<file path="config.mk">
export PLATFORM = sky130hd
export DESIGN_NAME = spectrum_mag_writer
export DESIGN_NICKNAME = d
export VERILOG_FILES = /design/src/rtl/spectrum_mag_writer.sv
export SDC_FILE = /design/constraint.sdc
export NUM_CORES = 1
export LEC_CHECK = 0
export CAP_MARGIN = 20
export CORE_MARGIN = 2
export CORE_UTILIZATION = 52
export DETAILED_ROUTE_END_ITERATION = 12
export PLACE_DENSITY = 0.77
export SLEW_MARGIN = 0
export SYNTH_ARGS = -nofsm -noshare
export SYNTH_HDL_FRONTEND = slang
export SYNTH_SLANG_ARGS = --single-unit
</file>
<file path="constraint.sdc">
create_clock -name clk -period 4.15 [get_ports clk]
set_input_delay 0.83 -clock clk [delete_from_list [all_inputs] [get_ports clk]]
set_output_delay 0.83 -clock clk [all_outputs]
set_load 0.03 [all_outputs]
</file>
<file path="src/rtl/spectrum_mag_writer.sv">
// spectrum_mag_writer: turns FFT output pairs into approximate magnitudes,
// writes bins 0..511 into a double-banked spectrum RAM, tracks the per-frame
// non-DC peak and hands finished banks to the display without tearing.
module spectrum_mag_writer #(
  parameter int DW = 16
) (
  input  logic                 clk,
  input  logic                 rst_n,
  input  logic                 valid_i,
  input  logic                 frame_start_i,
  input  logic signed [DW-1:0] re0_i,
  input  logic signed [DW-1:0] im0_i,
  input  logic signed [DW-1:0] re1_i,
  input  logic signed [DW-1:0] im1_i,
  input  logic                 disp_busy_i,
  output logic                 wr_en_o,
  output logic [7:0]           wr_addr_o,
  output logic [2*DW-1:0]      wr_data_o,
  output logic                 wr_bank_o,
  output logic                 disp_bank_o,
  output logic                 frame_done_o,
  output logic [DW-1:0]        peak_mag_o,
  output logic [8:0]           peak_bin_o,
  output logic                 overrun_o,
  output logic                 busy_o
);

  typedef enum logic [1:0] {ST_IDLE, ST_CAPTURE, ST_DRAIN} state_t;

  state_t      r_state, w_state_next;
  logic [8:0]  r_cnt, w_cnt_next;
  logic [1:0]  r_dcnt, w_dcnt_next;
  logic        w_accept, w_first, w_overrun, w_done;
  logic [8:0]  w_pair_idx;

  // Pipeline control: valid, first-pair-of-frame marker and pair index
  logic        r_s1_vld, r_s2_vld, r_s3_vld;
  logic        r_s1_first, r_s2_first, r_s3_first;
  logic [8:0]  r_s1_idx, r_s2_idx, r_s3_idx;

  logic [2*DW-1:0] w_re_pack, w_im_pack, w_mag_pack;
  logic [DW-1:0]   w_mag0, w_mag1;

  logic            r_wr_en;
  logic [7:0]      r_wr_addr;
  logic [2*DW-1:0] r_wr_data;
  logic [DW-1:0]   r_pk_mag, w_pk_mag_next, r_peak_mag;
  logic [8:0]      r_pk_bin, w_pk_bin_next, r_peak_bin;
  logic            r_frame_done, r_overrun;
  logic            r_disp_bank, r_pend;
  logic            w_wr_ok;

  assign w_re_pack = {re1_i, re0_i};
  assign w_im_pack = {im1_i, im0_i};

  // Frame sequencing: pair acceptance, restart on overrun, drain timing
  always_comb begin
    w_state_next = r_state;
    w_cnt_next   = r_cnt;
    w_dcnt_next  = r_dcnt;
    w_accept     = 1'b0;
    w_first      = 1'b0;
    w_overrun    = 1'b0;
    w_done       = 1'b0;
    case (r_state)
      ST_IDLE: begin
        if (valid_i && frame_start_i) begin
          w_accept     = 1'b1;
          w_first      = 1'b1;
          w_cnt_next   = 9'd1;
          w_state_next = ST_CAPTURE;
        end
      end
      ST_CAPTURE: begin
        if (valid_i) begin
          w_accept = 1'b1;
          if (frame_start_i) begin
            w_first    = 1'b1;
            w_overrun  = 1'b1;
            w_cnt_next = 9'd1;
          end else begin
            w_cnt_next = r_cnt + 9'd1;
            if (r_cnt == 9'd511) begin
              w_state_next = ST_DRAIN;
              w_dcnt_next  = 2'd0;
            end
          end
        end
      end
      ST_DRAIN: begin
        if (valid_i && frame_start_i) begin
          w_accept     = 1'b1;
          w_first      = 1'b1;
          w_overrun    = 1'b1;
          w_cnt_next   = 9'd1;
          w_state_next = ST_CAPTURE;
        end else if (r_dcnt == 2'd3) begin
          w_done       = 1'b1;
          w_state_next = ST_IDLE;
        end else begin
          w_dcnt_next = r_dcnt + 2'd1;
        end
      end
      default: w_state_next = ST_IDLE;
    endcase
  end

  assign w_pair_idx = w_first ? 9'd0 : r_cnt;

  // State, pair counter and drain counter registers
  always_ff @(posedge clk) begin
    if (!rst_n) begin
      r_state <= ST_IDLE;
      r_cnt   <= 9'd0;
      r_dcnt  <= 2'd0;
    end else begin
      r_state <= w_state_next;
      r_cnt   <= w_cnt_next;
      r_dcnt  <= w_dcnt_next;
    end
  end

  // Control side of the three-stage magnitude pipeline
  always_ff @(posedge clk) begin
    if (!rst_n) begin
      r_s1_vld   <= 1'b0;
      r_s2_vld   <= 1'b0;
      r_s3_vld   <= 1'b0;
      r_s1_first <= 1'b0;
      r_s2_first <= 1'b0;
      r_s3_first <= 1'b0;
      r_s1_idx   <= 9'd0;
      r_s2_idx   <= 9'd0;
      r_s3_idx   <= 9'd0;
    end else begin
      r_s1_vld   <= w_accept;
      r_s1_first <= w_first;
      r_s1_idx   <= w_pair_idx;
      r_s2_vld   <= r_s1_vld;
      r_s2_first <= r_s1_first;
      r_s2_idx   <= r_s1_idx;
      r_s3_vld   <= r_s2_vld;
      r_s3_first <= r_s2_first;
      r_s3_idx   <= r_s2_idx;
    end
  end

  genvar gi;
  generate
    for (gi = 0; gi < 2; gi++) begin : g_lane
      logic signed [DW-1:0] w_re, w_im;
      logic [DW-1:0]        r_a, r_b, r_mx, r_mn, r_mag;
      assign w_re = w_re_pack[gi*DW +: DW];
      assign w_im = w_im_pack[gi*DW +: DW];
      // |x| via two's complement negate; the most negative value maps to
      // 2^(DW-1) exactly when read as unsigned, then max/min, then the
      // mx + mn/4 + mn/8 estimate (fits DW bits, no saturation)
      always_ff @(posedge clk) begin
        r_a   <= w_re[DW-1] ? -w_re : w_re;
        r_b   <= w_im[DW-1] ? -w_im : w_im;
        r_mx  <= (r_a >= r_b) ? r_a : r_b;
        r_mn  <= (r_a >= r_b) ? r_b : r_a;
        r_mag <= r_mx + (r_mn >> 2) + (r_mn >> 3);
      end
      assign w_mag_pack[gi*DW +: DW] = r_mag;
    end
  endgenerate

  assign w_mag0  = w_mag_pack[DW-1:0];
  assign w_mag1  = w_mag_pack[2*DW-1:DW];
  // Mirror half (pairs 256..511) retires without touching RAM or peak
  assign w_wr_ok = r_s3_vld && !r_s3_idx[8];

  // Running-peak candidate: first pair of a frame starts from zero, DC bin
  // skipped, even bin compared before odd bin, strict > keeps lowest bin
  always_comb begin
    w_pk_mag_next = r_s3_first ? '0 : r_pk_mag;
    w_pk_bin_next = r_s3_first ? 9'd0 : r_pk_bin;
    if ((r_s3_idx[7:0] != 8'd0) && (w_mag0 > w_pk_mag_next)) begin
      w_pk_mag_next = w_mag0;
      w_pk_bin_next = {r_s3_idx[7:0], 1'b0};
    end
    if (w_mag1 > w_pk_mag_next) begin
      w_pk_mag_next = w_mag1;
      w_pk_bin_next = {r_s3_idx[7:0], 1'b1};
    end
  end

  // Write port, running peak, published peak and event pulses
  always_ff @(posedge clk) begin
    if (!rst_n) begin
      r_wr_en      <= 1'b0;
      r_wr_addr    <= 8'd0;
      r_wr_data    <= '0;
      r_pk_mag     <= '0;
      r_pk_bin     <= 9'd0;
      r_peak_mag   <= '0;
      r_peak_bin   <= 9'd0;
      r_frame_done <= 1'b0;
      r_overrun    <= 1'b0;
    end else begin
      r_wr_en      <= w_wr_ok;
      r_frame_done <= w_done;
      r_overrun    <= w_overrun;
      if (w_wr_ok) begin
        r_wr_addr <= r_s3_idx[7:0];
        r_wr_data <= {w_mag1, w_mag0};
        r_pk_mag  <= w_pk_mag_next;
        r_pk_bin  <= w_pk_bin_next;
      end
      if (w_done) begin
        r_peak_mag <= r_pk_mag;
        r_peak_bin <= r_pk_bin;
      end
    end
  end

  // Bank swap: only when the display is not scanning; a deferred swap is
  // served while idle, or folded into the next frame's end (single toggle)
  always_ff @(posedge clk) begin
    if (!rst_n) begin
      r_disp_bank <= 1'b0;
      r_pend      <= 1'b0;
    end else if (r_frame_done || (r_pend && (r_state == ST_IDLE))) begin
      if (!disp_busy_i) begin
        r_disp_bank <= ~r_disp_bank;
        r_pend      <= 1'b0;
      end else if (r_frame_done) begin
        r_pend <= 1'b1;
      end
    end
  end

  assign wr_en_o      = r_wr_en;
  assign wr_addr_o    = r_wr_addr;
  assign wr_data_o    = r_wr_data;
  assign disp_bank_o  = r_disp_bank;
  assign wr_bank_o    = ~r_disp_bank;
  assign frame_done_o = r_frame_done;
  assign peak_mag_o   = r_peak_mag;
  assign peak_bin_o   = r_peak_bin;
  assign overrun_o    = r_overrun;
  assign busy_o       = (r_state != ST_IDLE);

endmodule

</file>
==> impl_metrics.json, run 1 <==
{
  "syn_avg_cell_area_um2": 9.61,
  "tns_ns": -1.23,
  "gp_congestion": 0.894,
  "drive_above_1_share_pct": 13.6,
  "hpwlAfterDp_um": 21700,
  "hold_slack_ns": 0.430,
  "synth_cell_types": 60,
  "crit_type": "reg -> reg",
  "synth_top_family_by_area": "simple AND/OR/NAND/NOR gates",
  "fin_crit_ns": 4.27,
  "violations": "negative setup slack",
  "cellLeakagePower_nw": 6.79,
  "cts_root_buffer": "clkbuf_16",
  "drt-vias-per-instance": 5.37,
  "vias": 10400,
  "cp_common_cell": "buf_6",
  "fin_area_mm2": 0.0171,
  "top_usage_layer": "met2",
  "synth_most_common_cell": "dfxtp_1",
  "yosys.area.top_type": "dfxtp_1",
  "syn_to_final_growth_pct": 24.8,
  "hold_viol_final": 0,
  "fin_util_pct": 65.8,
  "synth_edf_count": 0,
  "clk_latency_ns": 0.55,
  "critical_path_peak_fanout": 8,
  "synth_compound_area_share_pct": 12.8,
  "ys_seq_area_share_pct": 43.5,
  "tightest_slew_ns": 0.975,
  "io_pins": 140,
  "dpl_worst_slack_ns": -0.138,
  "start_util_pct": 52.7,
  "cp.required_ns": 4.64,
  "mappedNetlistArea_mm2": 0.0137,
  "cp_top_family": "simple AND/OR/NAND/NOR gates",
  "met2_usage_pct": 38.2,
  "cts_buffer_depth": 3,
  "cap_violations": 0,
  "hold_end": "r_s2_idx[4]",
  "synthAdderAreaFrac_pct": 13.8,
  "p_total_mw": 10.1,
  "vdd_drop_max_uv": 390,
  "htree_levels": 1,
  "fmax_ghz": 0.234,
  "synthCells": 1421,
  "core_area_mm2": 0.0259,
  "ant_nets": 0,
  "ys_top_cells_by_count": "dfxtp_1, nand2_1, a21oi_1",
  "grt-ovfl-total": 0,
  "wl_per_cell_um": 15.5,
  "hold_class": "reg -> reg",
  "end_kind": "register",
  "first_iter_violations": 568,
  "grtUsageMet1_pct": 27.6,
  "cts_tree": "yes",
  "firstDrtPassIters": 5,
  "cp-start-kind": "register",
  "critPathBufInv": 5,
  "synth-warning-count": 0,
  "grt_setup_unrepaired": "true",
  "dp_cells": 1872,
  "holdPathStages": 1,
  "hold_buffers": 0,
  "post-route-period-util_pct": 103,
  "max_stage_delay_ns": 0.46,
  "drt_wl_total_um": 30200,
  "nets": 1785,
  "dieArea_mm2": 0.0276,
  "grt_antenna_before_repair": 0,
  "setup_viol": 12,
  "syn-num-nets": 1624,
  "clk_pin_slew_ns": 0.06,
  "r2r-start": "r_s3_first",
  "relSlewSlack_pct": 34.8,
  "diodes": 0,
  "outcome": "finished, violations left",
  "synthFlopType": "dfxtp_1",
  "crit_chain": "buf_6 -> nand2b_4 -> ha_1 -> nand4_1 -> buf_4 -> nor2_1 -> o2bb2ai_1 -> o31a_1 -> buf_6 -> buf_6 -> mux2_4 -> ha_4 -> nand4_1 -> or4_4 -> or2_4 -> o31a_4 -> o41ai_4 -> buf_2 -> a22o_1",
  "synthMuxAreaShare_pct": 6.34,
  "async_flop_share_pct": 0,
  "reg2reg_to": "r_pk_bin[3]",
  "grt_max_degree": 58,
  "fp-row-count": 59,
  "die_x_um": 166,
  "yosys_register_bits": 297,
  "reg2reg_depth": 19,
  "worstPathArrival_ns": 4.76,
  "post-route-drc-count": 0,
  "dpl_cell_area_mm2": 0.0156,
  "reg2reg_slack_ns": -0.12,
  "skew_ns": 0.0185,
  "cts.sinks": 297,
  "grt_pass1_vias": 10400,
  "synthSimpleGateAreaFrac_pct": 14.9,
  "die_y_um": 166,
  "synthTopCellsByArea": "dfxtp_1, ha_1, mux2_2",
  "finalNonFillerCells": 1940,
  "min_from": "r_s1_idx[4]",
  "cts_buffers": 30,
  "slew_violations": 0,
  "synth.top_cell.area_share_pct": 43.5,
  "grt_pass1_wl_um": 50000,
  "port_buffers": 139,
  "worst_slack_ns": -0.123,
  "grt.total_usage_pct": 21.4,
  "synth_xor_area_share_pct": 4.87,
  "crit_slowest_cell": "or4_4",
  "use_met3_pct": 2.55,
  "powerDensity_mw_per_mm2": 590
}
## kinds of logic (layout without fill, tap and decap cells)
logic type | after synthesis | after routing
flip-flops | 297 | 297
buffers and inverters | 136 | 320
multiplexers | 77 | 77
AND/OR/NAND/NOR | 422 | 422
AO/OA/AOI/OAI | 279 | 279
adder cells (fa/ha/maj) | 134 | 134
XOR/XNOR | 76 | 76
## where the power goes
group	internal (mW)	switching, mW
Combinational	1.80	1.84
Clock	1.59	1.12
Sequential	3.28	0.423
Total	6.67	3.39
## cell type report
type                    count  area [µm²]
fillers                  2088        8860
multi-input cells         988        7600
flip-flops and latches    297        5950
repair buffers            179        1740
clock buffers              39         856
well taps                 335         419
inverters                  86         323
clock inverters            16         164
## placed cells by master, fill, tap and decap left out, types with 5 or more instances in the layout
| cell type | instances |
|---|---|
| a21o_1 | 20 |
| a21oi_1 | 117 |
| a22o_1 | 10 |
| and2_1 | 32 |
| and3_1 | 5 |
| buf_4 | 31 |
| buf_6 | 6 |
| clkbuf_16 | 31 |
| clkbuf_8 | 5 |
| clkdlybuf4s50_1 | 139 |
| clkinvlp_4 | 5 |
| dfxtp_1 | 296 |
| fa_1 | 28 |
| ha_1 | 92 |
| ha_4 | 14 |
| inv_1 | 85 |
| mux2_2 | 63 |
| mux2_4 | 12 |
| nand2_1 | 181 |
| nand2b_1 | 12 |
| nand2b_4 | 12 |
| nand3_1 | 47 |
| nand4_1 | 10 |
| nor2_1 | 41 |
| nor2b_1 | 9 |
| nor3_1 | 20 |
| nor3b_1 | 5 |
| nor4b_1 | 5 |
| o211ai_1 | 5 |
| o21a_1 | 5 |
| o21ai_0 | 49 |
| o221ai_1 | 15 |
| o31ai_1 | 19 |
| or3_1 | 19 |
| xnor2_1 | 62 |
| xor2_1 | 14 |
## layer usage
metal  vias to the layer above  wire [µm]
met3                        54       1520
met5                         -          0
met1                      4852      13600
met2                       263      14400
li1                       5241          -
met4                         0        724
## sequential cells by signal, indices dropped and copies added, names as in the netlist, 8 cells and up
signal,flops
r_pk_bin,9
r_s2_idx,9
g_lane.r_mag,32
g_lane.r_a,32
r_pk_mag,16
wr_data_o,32
g_lane.r_mx,32
r_s3_idx,9
r_s1_idx,9
peak_bin_o,9
peak_mag_o,16
g_lane.r_b,32
wr_addr_o,8
r_cnt,9
g_lane.r_mn,28
## repair_timing
| item | CTS | global route |
|---|---|---|
| resized for setup | 20 | 31 |
| endpoints found under the setup margin | 12 | 25 |
| cloned | 1 | 0 |
| setup buffers | 6 | 7 |
| pin swaps | 13 | 23 |
## worst max path at each step
| stage | from | end | slack, ns | cells after the start |
|---|---|---|---|---|
| 2_1_floorplan | r_s3_first | r_pk_bin[0] | -0.00001 | 17 |
| 3_3_place_gp | r_s3_first | r_pk_bin[2] | -0.06 | 16 |
| 3_5_place_dp | r_s3_first | r_pk_bin[6] | -0.14 | 15 |
| 4_1_cts | r_s3_first | r_pk_bin[6] | 0.002 | 17 |
| 5_1_grt | r_s3_first | r_pk_mag[0] | -0.27 | 19 |
| 6_report | r_s3_first | r_pk_bin[3] | -0.12 | 19 |
(Power assumes the default switching activity.)
==> inputs of run 2 (changes only) <==
--- a/config.mk
+++ b/config.mk
@@ -6,7 +6,7 @@
 export NUM_CORES = 1
 export LEC_CHECK = 0
 export CAP_MARGIN = 20
-export CORE_MARGIN = 2
+export CORE_MARGIN = 8
 export CORE_UTILIZATION = 52
 export DETAILED_ROUTE_END_ITERATION = 12
 export PLACE_DENSITY = 0.77
==> impl_metrics.json, run 2 (same netlist as run 1, synthesis figures left out) <==
{
  "vias": 10500,
  "cts_root_buffer": "clkbuf_16",
  "end_kind": "register",
  "die_x_um": 178,
  "hpwlAfterDp_um": 22900,
  "powerDensity_mw_per_mm2": 586,
  "cts_buffers": 29,
  "final_common_cell": "dfxtp_1",
  "dpl_worst_slack_ns": -0.114,
  "fin_crit_ns": 4.27,
  "crit_slowest_cell": "or4_4",
  "htree_levels": 1,
  "fillers": 2040,
  "wl_per_cell_um": 16.0,
  "fin_area_mm2": 0.0171,
  "dp_cells": 1874,
  "cp-start-kind": "register",
  "max_stage_delay_ns": 0.57,
  "io_pins": 140,
  "finalNonFillerCells": 1939,
  "cp_top_family": "simple AND/OR/NAND/NOR gates",
  "outcome": "finished, violations left",
  "grt_max_degree": 86,
  "cap_violations": 0,
  "ant_nets": 0,
  "cts_buffer_depth": 3,
  "fin_util_pct": 65.8,
  "grt_pass1_vias": 10300,
  "p_total_mw": 10.0,
  "syn_to_final_growth_pct": 24.9,
  "grt.total_usage_pct": 18.9,
  "hold_class": "reg -> reg",
  "cts.sinks": 297,
  "setup_viol": 20,
  "post-route-period-util_pct": 103,
  "skew_ns": 0.0140,
  "fmax_ghz": 0.234,
  "cp.required_ns": 4.58,
  "post-route-drc-count": 0,
  "critical_path_peak_fanout": 8,
  "crit_chain": "buf_6 -> nand2b_4 -> ha_4 -> nand4_1 -> buf_4 -> nor4_4 -> nor2_1 -> o31a_1 -> buf_12 -> buf_6 -> mux2_4 -> ha_4 -> nand4_1 -> or4_4 -> or2_4 -> o31a_4 -> o21a_2 -> a22o_1",
  "clk_pin_slew_ns": 0.06,
  "port_buffers": 139,
  "hold_slack_ns": 0.429,
  "drive_above_1_share_pct": 13.6,
  "first_iter_violations": 631,
  "worstPathArrival_ns": 4.70,
  "die_y_um": 178,
  "gp_congestion": 0.854,
  "crit_type": "reg -> reg",
  "firstDrtPassIters": 5,
  "drt-vias-per-instance": 5.40,
  "slew_violations": 0,
  "nets": 1785,
  "dpl_cell_area_mm2": 0.0157,
  "core_area_mm2": 0.0259,
  "grt-ovfl-total": 0,
  "final_cell_mix": "dfxtp_1, nand2_1, clkdlybuf4s50_1",
  "grt_setup_unrepaired": "true",
  "hold_buffers": 0,
  "violations": "negative setup slack",
  "relSlewSlack_pct": 36.8,
  "tns_ns": -1.20,
  "cts_tree": "yes",
  "drt_wl_total_um": 30900,
  "fp-row-count": 59,
  "hold_viol_final": 0,
  "start_util_pct": 52.7,
  "critPathBufInv": 4,
  "grt_antenna_before_repair": 0,
  "clk_latency_ns": 0.54,
  "worst_slack_ns": -0.121,
  "cellLeakagePower_nw": 6.79,
  "diodes": 0,
  "tightest_slew_ns": 0.945,
  "dieArea_mm2": 0.0317,
  "grt_pass1_wl_um": 50000,
  "vdd_drop_max_uv": 372
}
==> run 2: path summary, 6_finish.rpt <==
path / cells after the start / slack [ns] / startpoint / end
worst max-delay path: 18 / -0.12 / r_s3_first / r_pk_bin[1]
worst max register to register: 18 / -0.12 / r_s3_first / r_pk_bin[1]
worst min register to register: 1 / 0.43 / r_s2_idx[7] / r_s3_idx[7]
worst min-delay path: 1 / 0.43 / r_s2_idx[7] / r_s3_idx[7]
==> run 2: metal layers <==
layer / GRT usage, % / share of wire [%] / wire length, µm / up-vias
li1: - / - / - / 5253
met1: 23.8 / 45 / 14100 / 4915
met2: 33.3 / 48 / 14800 / 254
met3: 2.41 / 4.6 / 1420 / 54
met4: 5.21 / 2.2 / 688 / 0
met5: 0 / 0 / 0 / -
==> run 2: layout make-up <==
cell class                      instances  area (µm²)  area share [%]
Multi-Input combinational cell        988        7600            44.6
Sequential cell                       297        5950            34.9
Timing Repair Buffer                  180        1780            10.4
Clock buffer                           43         848            4.97
Tap cell                              335         419            2.46
Inverter                               86         323            1.89
Clock inverter                         10         133           0.778
==> run 2: what timing repair did <==
item                       in CTS  in global routing
buffers inserted                0                 11
pin swaps                       1                 21
resized for setup               4                 48
cloned                          0                  1
setup endpoints to repair      17                 25
==> run 2: where the power goes <==
| group | total (mW) | switching [mW] | internal (mW) |
|---|---|---|---|
| Sequential | 3.69 | 0.407 | 3.28 |
| Combinational | 3.66 | 1.84 | 1.82 |
| Clock | 2.65 | 1.06 | 1.60 |
==> inputs of run 3 (changes only) <==
--- a/config.mk
+++ b/config.mk
@@ -5,7 +5,7 @@
 export SDC_FILE = /design/constraint.sdc
 export NUM_CORES = 1
 export LEC_CHECK = 0
-export CAP_MARGIN = 20
+export CAP_MARGIN = 25
 export CORE_MARGIN = 8
 export CORE_UTILIZATION = 52
 export DETAILED_ROUTE_END_ITERATION = 12
==> results of run 3 <==
Same layout as run 2: the final DEF is identical, and so are final timing and power.
